$ cat src/rtl/wb_host_master_if.sv
// Command/response and Wishbone signal bundle for wb_host_master.
// The master modport is the host-master view; slave is the opposite side.
interface wb_host_master_if #(
    parameter int BYTE_WIDTH    = 8,
    parameter int NUM_BYTES     = 4,
    parameter int ADDRESS_WIDTH = 32
);
    localparam int DATA_WIDTH = BYTE_WIDTH * NUM_BYTES;

    logic                     cmd_valid_i;
    logic                     cmd_ready_o;
    logic [ADDRESS_WIDTH-1:0] cmd_adr_i;
    logic [DATA_WIDTH-1:0]    cmd_dat_i;
    logic [NUM_BYTES-1:0]     cmd_sel_i;
    logic                     cmd_we_i;

    logic                     rsp_valid_o;
    logic                     rsp_ready_i;
    logic [DATA_WIDTH-1:0]    rsp_dat_o;
    logic                     rsp_err_o;

    logic [ADDRESS_WIDTH-1:0] wb_adr_o;
    logic [DATA_WIDTH-1:0]    wb_dat_o;
    logic [NUM_BYTES-1:0]     wb_sel_o;
    logic                     wb_we_o;
    logic                     wb_cyc_o;
    logic                     wb_stb_o;
    logic                     wb_ack_i;
    logic [DATA_WIDTH-1:0]    wb_dat_i;

    modport master (
        input  cmd_valid_i, cmd_adr_i, cmd_dat_i, cmd_sel_i, cmd_we_i,
        input  rsp_ready_i, wb_ack_i, wb_dat_i,
        output cmd_ready_o, rsp_valid_o, rsp_dat_o, rsp_err_o,
        output wb_adr_o, wb_dat_o, wb_sel_o, wb_we_o, wb_cyc_o, wb_stb_o
    );

    modport slave (
        output cmd_valid_i, cmd_adr_i, cmd_dat_i, cmd_sel_i, cmd_we_i,
        output rsp_ready_i, wb_ack_i, wb_dat_i,
        input  cmd_ready_o, rsp_valid_o, rsp_dat_o, rsp_err_o,
        input  wb_adr_o, wb_dat_o, wb_sel_o, wb_we_o, wb_cyc_o, wb_stb_o
    );
endinterface

$ cat src/rtl/wb_host_master.sv
// Single-outstanding Wishbone B4 classic-cycle initiator with valid/ready command/response ports.
// Optional ack timeout is enabled by defining WB_HOST_MASTER_TIMEOUT_EN.
module wb_host_master #(
    parameter int BYTE_WIDTH    = 8,
    parameter int NUM_BYTES     = 4,
    parameter int ADDRESS_WIDTH = 32,
    parameter int TIMEOUT       = 255
) (
    input  logic             wb_clk_i,
    input  logic             wb_rst_n_i,
    wb_host_master_if.master bus
);
    localparam int DATA_WIDTH = BYTE_WIDTH * NUM_BYTES;

    typedef enum logic [1:0] {IDLE, BUS, RSP} state_t;

    state_t                   state_q,     state_d;
    logic                     cmd_ready_q, cmd_ready_d;
    logic                     rsp_valid_q, rsp_valid_d;
    logic [DATA_WIDTH-1:0]    rsp_dat_q,   rsp_dat_d;
    logic                     wb_cyc_q,    wb_cyc_d;
    logic [ADDRESS_WIDTH-1:0] wb_adr_q,    wb_adr_d;
    logic [DATA_WIDTH-1:0]    wb_dat_q,    wb_dat_d;
    logic [NUM_BYTES-1:0]     wb_sel_q,    wb_sel_d;
    logic                     wb_we_q,     wb_we_d;

    if (TIMEOUT < 1) begin : g_bad_timeout
        $error("wb_host_master: TIMEOUT must be at least 1");
    end

`ifdef WB_HOST_MASTER_TIMEOUT_EN
    localparam int TMO_W = $clog2(TIMEOUT + 1);
    logic [TMO_W-1:0] tmo_cnt_q, tmo_cnt_d;
    logic             rsp_err_q, rsp_err_d;
`endif

    always_comb begin
        state_d     = state_q;
        cmd_ready_d = cmd_ready_q;
        rsp_valid_d = rsp_valid_q;
        rsp_dat_d   = rsp_dat_q;
        wb_cyc_d    = wb_cyc_q;
        wb_adr_d    = wb_adr_q;
        wb_dat_d    = wb_dat_q;
        wb_sel_d    = wb_sel_q;
        wb_we_d     = wb_we_q;
`ifdef WB_HOST_MASTER_TIMEOUT_EN
        tmo_cnt_d   = tmo_cnt_q;
        rsp_err_d   = rsp_err_q;
`endif
        case (state_q)
            IDLE: begin
                // ready is registered, so the first edge after reset release only raises it
                if (bus.cmd_valid_i && cmd_ready_q) begin
                    state_d     = BUS;
                    cmd_ready_d = 1'b0;
                    wb_cyc_d    = 1'b1;
                    wb_adr_d    = bus.cmd_adr_i;
                    wb_dat_d    = bus.cmd_dat_i;
                    wb_sel_d    = bus.cmd_sel_i;
                    wb_we_d     = bus.cmd_we_i;
`ifdef WB_HOST_MASTER_TIMEOUT_EN
                    tmo_cnt_d   = '0;
`endif
                end else begin
                    cmd_ready_d = 1'b1;
                end
            end
            BUS: begin
                if (bus.wb_ack_i) begin
                    state_d     = RSP;
                    wb_cyc_d    = 1'b0;
                    rsp_valid_d = 1'b1;
                    rsp_dat_d   = wb_we_q ? '0 : bus.wb_dat_i;
`ifdef WB_HOST_MASTER_TIMEOUT_EN
                    rsp_err_d   = 1'b0;
                end else if (tmo_cnt_q == TMO_W'(TIMEOUT - 1)) begin
                    // this edge would bring the count to TIMEOUT: abort the cycle
                    state_d     = RSP;
                    wb_cyc_d    = 1'b0;
                    rsp_valid_d = 1'b1;
                    rsp_dat_d   = '0;
                    rsp_err_d   = 1'b1;
                end else begin
                    tmo_cnt_d   = tmo_cnt_q + TMO_W'(1);
`endif
                end
            end
            RSP: begin
                if (bus.rsp_ready_i) begin
                    state_d     = IDLE;
                    rsp_valid_d = 1'b0;
                    cmd_ready_d = 1'b1;
                end
            end
            default: begin
                state_d     = IDLE;
                wb_cyc_d    = 1'b0;
                rsp_valid_d = 1'b0;
                cmd_ready_d = 1'b0;
            end
        endcase
    end

    always_ff @(posedge wb_clk_i or negedge wb_rst_n_i) begin
        if (!wb_rst_n_i) begin
            state_q     <= IDLE;
            cmd_ready_q <= 1'b0;
            rsp_valid_q <= 1'b0;
            rsp_dat_q   <= '0;
            wb_cyc_q    <= 1'b0;
            wb_adr_q    <= '0;
            wb_dat_q    <= '0;
            wb_sel_q    <= '0;
            wb_we_q     <= 1'b0;
`ifdef WB_HOST_MASTER_TIMEOUT_EN
            tmo_cnt_q   <= '0;
            rsp_err_q   <= 1'b0;
`endif
        end else begin
            state_q     <= state_d;
            cmd_ready_q <= cmd_ready_d;
            rsp_valid_q <= rsp_valid_d;
            rsp_dat_q   <= rsp_dat_d;
            wb_cyc_q    <= wb_cyc_d;
            wb_adr_q    <= wb_adr_d;
            wb_dat_q    <= wb_dat_d;
            wb_sel_q    <= wb_sel_d;
            wb_we_q     <= wb_we_d;
`ifdef WB_HOST_MASTER_TIMEOUT_EN
            tmo_cnt_q   <= tmo_cnt_d;
            rsp_err_q   <= rsp_err_d;
`endif
        end
    end

    assign bus.cmd_ready_o = cmd_ready_q;
    assign bus.rsp_valid_o = rsp_valid_q;
    assign bus.rsp_dat_o   = rsp_dat_q;
    assign bus.wb_cyc_o    = wb_cyc_q;
    assign bus.wb_stb_o    = wb_cyc_q;
    assign bus.wb_adr_o    = wb_adr_q;
    assign bus.wb_dat_o    = wb_dat_q;
    assign bus.wb_sel_o    = wb_sel_q;
    assign bus.wb_we_o     = wb_we_q;
`ifdef WB_HOST_MASTER_TIMEOUT_EN
    assign bus.rsp_err_o   = rsp_err_q;
`else
    assign bus.rsp_err_o   = 1'b0;
`endif

endmodule

$ cat src/flat_wrapper.sv
// flat-port wrapper written by rule: the top's interface ports become plain ports
module wb_host_master_flat 
#(
    parameter int BYTE_WIDTH    = 8,
    parameter int NUM_BYTES     = 4,
    parameter int ADDRESS_WIDTH = 32,
    parameter int TIMEOUT       = 255
)
  (wb_clk_i, wb_rst_n_i, bus_cmd_valid_i, bus_cmd_adr_i, bus_cmd_dat_i, bus_cmd_sel_i, bus_cmd_we_i, bus_rsp_ready_i, bus_wb_ack_i, bus_wb_dat_i, bus_cmd_ready_o, bus_rsp_valid_o, bus_rsp_dat_o, bus_rsp_err_o, bus_wb_adr_o, bus_wb_dat_o, bus_wb_sel_o, bus_wb_we_o, bus_wb_cyc_o, bus_wb_stb_o);
  wb_host_master_if #(.BYTE_WIDTH(BYTE_WIDTH), .NUM_BYTES(NUM_BYTES), .ADDRESS_WIDTH(ADDRESS_WIDTH)) bus_i ();
  input  logic wb_clk_i;
  input  logic wb_rst_n_i;
  input wire logic [$bits(bus_i.cmd_valid_i)-1:0] bus_cmd_valid_i;
  input wire logic [$bits(bus_i.cmd_adr_i)-1:0] bus_cmd_adr_i;
  input wire logic [$bits(bus_i.cmd_dat_i)-1:0] bus_cmd_dat_i;
  input wire logic [$bits(bus_i.cmd_sel_i)-1:0] bus_cmd_sel_i;
  input wire logic [$bits(bus_i.cmd_we_i)-1:0] bus_cmd_we_i;
  input wire logic [$bits(bus_i.rsp_ready_i)-1:0] bus_rsp_ready_i;
  input wire logic [$bits(bus_i.wb_ack_i)-1:0] bus_wb_ack_i;
  input wire logic [$bits(bus_i.wb_dat_i)-1:0] bus_wb_dat_i;
  output wire logic [$bits(bus_i.cmd_ready_o)-1:0] bus_cmd_ready_o;
  output wire logic [$bits(bus_i.rsp_valid_o)-1:0] bus_rsp_valid_o;
  output wire logic [$bits(bus_i.rsp_dat_o)-1:0] bus_rsp_dat_o;
  output wire logic [$bits(bus_i.rsp_err_o)-1:0] bus_rsp_err_o;
  output wire logic [$bits(bus_i.wb_adr_o)-1:0] bus_wb_adr_o;
  output wire logic [$bits(bus_i.wb_dat_o)-1:0] bus_wb_dat_o;
  output wire logic [$bits(bus_i.wb_sel_o)-1:0] bus_wb_sel_o;
  output wire logic [$bits(bus_i.wb_we_o)-1:0] bus_wb_we_o;
  output wire logic [$bits(bus_i.wb_cyc_o)-1:0] bus_wb_cyc_o;
  output wire logic [$bits(bus_i.wb_stb_o)-1:0] bus_wb_stb_o;
  assign bus_i.cmd_valid_i = bus_cmd_valid_i;
  assign bus_i.cmd_adr_i = bus_cmd_adr_i;
  assign bus_i.cmd_dat_i = bus_cmd_dat_i;
  assign bus_i.cmd_sel_i = bus_cmd_sel_i;
  assign bus_i.cmd_we_i = bus_cmd_we_i;
  assign bus_i.rsp_ready_i = bus_rsp_ready_i;
  assign bus_i.wb_ack_i = bus_wb_ack_i;
  assign bus_i.wb_dat_i = bus_wb_dat_i;
  assign bus_cmd_ready_o = bus_i.cmd_ready_o;
  assign bus_rsp_valid_o = bus_i.rsp_valid_o;
  assign bus_rsp_dat_o = bus_i.rsp_dat_o;
  assign bus_rsp_err_o = bus_i.rsp_err_o;
  assign bus_wb_adr_o = bus_i.wb_adr_o;
  assign bus_wb_dat_o = bus_i.wb_dat_o;
  assign bus_wb_sel_o = bus_i.wb_sel_o;
  assign bus_wb_we_o = bus_i.wb_we_o;
  assign bus_wb_cyc_o = bus_i.wb_cyc_o;
  assign bus_wb_stb_o = bus_i.wb_stb_o;
  wb_host_master #(.BYTE_WIDTH(BYTE_WIDTH), .NUM_BYTES(NUM_BYTES), .ADDRESS_WIDTH(ADDRESS_WIDTH), .TIMEOUT(TIMEOUT)) u_core (.wb_clk_i(wb_clk_i), .wb_rst_n_i(wb_rst_n_i), .bus(bus_i));
endmodule
$ cat config.mk
export PLATFORM = sky130hd
export DESIGN_NAME = wb_host_master_flat
export DESIGN_NICKNAME = d
export VERILOG_FILES = /design/src/rtl/wb_host_master_if.sv /design/src/rtl/wb_host_master.sv /design/src/flat_wrapper.sv
export SDC_FILE = /design/constraint.sdc
export NUM_CORES = 1
export LEC_CHECK = 0
export ABC_AREA = 1
export BUFFER_PORTS_ARGS = -buffer_cell sky130_fd_sc_hd__clkbuf_2
export CORE_MARGIN = 5
export CORE_UTILIZATION = 46
export DETAILED_ROUTE_END_ITERATION = 10
export GPL_TIMING_DRIVEN = 0
export PLACE_DENSITY = 0.87
export SETUP_SLACK_MARGIN = 0.5
export SLEW_MARGIN = 20
export SYNTH_ARGS = -nofsm -noshare
export SYNTH_HDL_FRONTEND = slang
export SYNTH_SLANG_ARGS = --single-unit
$ cat constraint.sdc
create_clock -name wb_clk_i -period 1.4 [get_ports wb_clk_i]
set_input_delay 0.07 -clock wb_clk_i [delete_from_list [all_inputs] [get_ports wb_clk_i]]
set_output_delay 0.07 -clock wb_clk_i [all_outputs]
set_load 0.1 [all_outputs]
==> results of run 1 <==
[metrics by stage]
step	TNS (ns)	worst slack [ns]	util	hold WS [ns]	cells
2_1_floorplan	0	0.131	-	-0.226	462
3_3_place_gp	-135.44	-1.45	0.644	0.284	801
3_5_place_dp	0	0.0661	0.648	0.0557	802
[kinds of logic after synthesis]
kind of cell | after synthesis | synth area share
flops | 106 | 0.598
simple gates | 149 | 0.130
compound gates | 105 | 0.157
buf+inv | 101 | 0.114
other cells | 1 | 0.000846
==> flow_summary.ini, run 1 <==
[outcome]
status = did not finish
stop_stage = 4_1_cts
toolErrorMsg = [ERROR DPL-0038] Utilization greater than 100%, impossible to legalize

[clock_tree]
tritoncts_num_sinks = 106
post_cts.resized_instances = 372
clock_tree.root_cell = sky130_fd_sc_hd__clkbuf_8
cts-buffers-inserted = 9
cts.path.max_buffers = 2
hold_buffers = 103
ctsHtreeMaxLevel = 3
post_cts_setup_buffers = 37

[die]
floorplan.die.width_um = 108
rows = 35
initial_core_util = 0.475
ioPinCount = 212
die_h_um = 108

[synthesis]
ys_seq_elements = 106
synth_cell_types = 17
netlist.top_cell.by_area = sky130_fd_sc_hd__dfrtp_1
synth-main-ff-cell = sky130_fd_sc_hd__dfrtp_1
syn_area_um2 = 4430
synth_top_cell_area_share = 0.598
number_of_flops_mapped_to_enable_cells_by_yosys = 0
async_reset_ff_frac = 1.00
synth_fp_nets = 568
synthesized_instance_count = 462
ys_top_cells_by_count = sky130_fd_sc_hd__nand2_1, sky130_fd_sc_hd__dfrtp_1, sky130_fd_sc_hd__inv_1, sky130_fd_sc_hd__o21ai_0, sky130_fd_sc_hd__o21ai_2
yosysMostFrequentCell = sky130_fd_sc_hd__nand2_1
seq_area_frac_synth = 0.598
post_synth.cell_area_avg_um2 = 9.60
yosys-top-cells-area = sky130_fd_sc_hd__dfrtp_1, sky130_fd_sc_hd__nand2_1, sky130_fd_sc_hd__o21ai_2
ys_warn_count = 0

[placement]
place.detailed.hpwl_um = 9430
placed_area_um2 = 6040
place_congestion = 0.780
place.port_buffers = 210
==> inputs of run 2 (changes only) <==
--- a/config.mk
+++ b/config.mk
@@ -8,11 +8,10 @@
 export ABC_AREA = 1
 export BUFFER_PORTS_ARGS = -buffer_cell sky130_fd_sc_hd__clkbuf_2
 export CORE_MARGIN = 5
-export CORE_UTILIZATION = 46
+export CORE_UTILIZATION = 40
 export DETAILED_ROUTE_END_ITERATION = 10
 export GPL_TIMING_DRIVEN = 0
-export PLACE_DENSITY = 0.87
-export SETUP_SLACK_MARGIN = 0.5
+export PLACE_DENSITY_LB_ADDON = 0.15
 export SLEW_MARGIN = 20
 export SYNTH_ARGS = -nofsm -noshare
 export SYNTH_HDL_FRONTEND = slang
==> run 2 against run 1 <==
Net effect:
- the flow now finishes without violations
- area after synthesis unchanged
- synthesized cell count is the same
==> flow_summary.ini, run 2 <==
[synthesis]
synth_top_cell_area_share = 0.598
seq_area_frac_synth = 0.598
synth_fp_nets = 568
syn_area_um2 = 4430
ys_seq_elements = 106
ys_warn_count = 0
synth_cell_types = 17
number_of_flops_mapped_to_enable_cells_by_yosys = 0
yosys-top-cells-area = sky130_fd_sc_hd__dfrtp_1, sky130_fd_sc_hd__nand2_1, sky130_fd_sc_hd__o21ai_2
async_reset_ff_frac = 1.00
yosysMostFrequentCell = sky130_fd_sc_hd__nand2_1
synthesized_instance_count = 462
post_synth.cell_area_avg_um2 = 9.60
synth-main-ff-cell = sky130_fd_sc_hd__dfrtp_1
ys_top_cells_by_count = sky130_fd_sc_hd__nand2_1, sky130_fd_sc_hd__dfrtp_1, sky130_fd_sc_hd__inv_1, sky130_fd_sc_hd__o21ai_0, sky130_fd_sc_hd__o21ai_2
netlist.top_cell.by_area = sky130_fd_sc_hd__dfrtp_1

[clock_tree]
cts.path.max_buffers = 2
ctsHtreeMaxLevel = 3
clock_latency_ns = 0.36
path_clk_slew_ns = 0.09
cts-buffers-inserted = 9
tritoncts_num_sinks = 106
tritoncts = done
clock_tree.root_cell = sky130_fd_sc_hd__clkbuf_8

[die]
floorplan.die.width_um = 115
initial_core_util = 0.409
ioPinCount = 212
fp.dieArea_um2 = 13300
design.core.area_um2 = 10800
die_h_um = 115
rows = 38

[detailed_routing]
drt-wirelength-per-cell_um = 13.4
vias = 4173
initialDrtViolationCount = 263
vias_per_cell = 4.47
remaining_drc_errors = 0
antenna_violating_nets_post_route = 0
totalWireLength_um = 12500
drt_pre_antenna_iters = 6

[timing]
timing.fmax_mhz = 750
unrepaired_setup_endpoints_after_global_routing = no
timing_max_transition_violations_final = 0
fin_skew_ns = 0.00545
min_period_over_period = 0.952
worstMarginPinSlew_ns = 0.578
setup-violations-final = 0
count_of_endpoints_failing_hold_in_the_final_timing_report = 0
slew_headroom = 0.616
final_period_minus_worst_setup_slack_ns = 1.33

[worst_setup_path]
critical_path.startpoint_type = register
critical_path.reg2reg.endpoint = u_core.bus.wb_sel_o[1]$_DFFE_PN0P_
critical_path_at_ns = 1.26
timing.critical_path.cells = buf_4 -> buf_2
regToRegStartpoint = u_core.state_q[0]$_DFFE_PN0P_
critical_path_peak_fanout = 3
required_time_worst_endpoint_ns = 1.33
critical-path-max-stage-delay_ns = 0.41
crit_family = buffers and inverters
path_class = register to primary output
path_depth = 2
timing.reg2reg.worst_path_depth = 6
critPathBufInv = 2
worst-r2r-setup-slack_ns = 0.11
cpMaxStageDelayCell = sky130_fd_sc_hd__buf_2
critPathCaptureType = primary output

[cells_and_area]
post_route_cells_drive_above_1_share = 0.382
post-route-cell-area_um2 = 6990
most_common_library_cell_in_the_layout_ignoring_fill_and_taps = sky130_fd_sc_hd__clkbuf_2
fin_cells = 934
postLayoutCoreUtil = 0.645
finalNetCount = 894
fillCellCount = 901
flow.area_growth_from_synthesis_pct = 57.6
final_cell_mix = sky130_fd_sc_hd__clkbuf_2, sky130_fd_sc_hd__nand2_1, sky130_fd_sc_hd__dlygate4sd3_1, sky130_fd_sc_hd__dfrtp_1, sky130_fd_sc_hd__inv_1

[outcome]
status = finished clean

[global_route]
grt_overflow_total = 0
grt_start_max_net_pins = 61
grt_pass1_vias = 4225
grt_use_total = 0.191
grt_antenna_before_repair = 0
first_pass_grt_wire_length_um = 20300

[placement]
place.port_buffers = 210
place_congestion = 0.798
placed_area_um2 = 5700
place.detailed.instances = 813
place.detailed.hpwl_um = 8570

[hold_path]
hold_start = bus_wb_ack_i
worstHoldEndpoint = u_core.state_q[0]$_DFFE_PN0P_
min_path_type = primary input to register
holdPathStages = 3

[job]
max-cap-violations = 0
## run 2: timing repair
action	in CTS	in global routing
endpoints found under the setup margin	0	52
hold endpoints to repair	148	0
hold buffers	103	0
gates resized for setup	0	16
setup buffers	0	1
## run 2: layer usage
layer	wire length, um	track usage
met5	0	0
met1	5160	0.245
met3	828	0.0363
met4	345	0.0822
met2	6170	0.317
## run 2: layout make-up
type / count / area [um^2] / area share
diodes: 1 / 2.50 / 0.000358
plain buffers: 27 / 244 / 0.0349
clock buffers: 10 / 138 / 0.0197
clock inverters: 6 / 80.1 / 0.0115
inverters: 74 / 278 / 0.0397
multi-input cells: 255 / 1290 / 0.184
flip-flops and latches: 106 / 2660 / 0.380
well taps: 140 / 175 / 0.0251
repair buffers: 315 / 2130 / 0.304
## run 2: worst max-delay path by stage
stage	from	end	slack, ns
3_3_place_gp	wb_rst_n_i	u_core.bus.cmd_ready_o$_DFFE_PN0P_	-1.63
5_1_grt	u_core.bus.wb_cyc_o$_DFFE_PN0P_	bus_wb_stb_o	0.0008
2_1_floorplan	u_core.bus.wb_we_o$_DFFE_PN0P_	u_core.bus.rsp_dat_o[13]$_DFFE_PN0P_	0.05
3_5_place_dp	u_core.state_q[1]$_DFFE_PN0P_	u_core.bus.wb_sel_o[1]$_DFFE_PN0P_	0.06
6_report	u_core.bus.wb_cyc_o$_DFFE_PN0P_	bus_wb_stb_o	0.07
4_1_cts	u_core.bus.wb_cyc_o$_DFFE_PN0P_	bus_wb_stb_o	0.01
## run 2: logic make-up after synthesis
group,synth area share
AOI/OAI and AO/OA,0.157
and+or+nand+nor,0.130
DFF,0.598
other,0.000846
buffers and inverters,0.114
## run 2: worst min-delay path: cells and delay by family
| family | cells | cell delay, ns |
|---|---|---|
| and+or+nand+nor | 2 | 0.21 |
| buffers and inverters | 1 | 0.08 |
## run 2: through the flow
| step | setup TNS [ns] | hold WS (ns) | setup slack, ns |
|---|---|---|---|
| final | 0 | 0.0464 | 0.0667 |
| after global routing | 0 | 0.0689 | 0.000830 |
| after CTS | 0 | 0.0272 | 0.0117 |
| after detailed placement | 0 | 0.0392 | 0.0635 |
| after global placement | -131.63 | 0.298 | -1.63 |
| after floorplan | 0 | -0.226 | 0.0527 |
Power of run 2 is left out: the tool's default activity adds up to more than one toggle a clock period on the data nets, which glitch-free logic cannot reach.
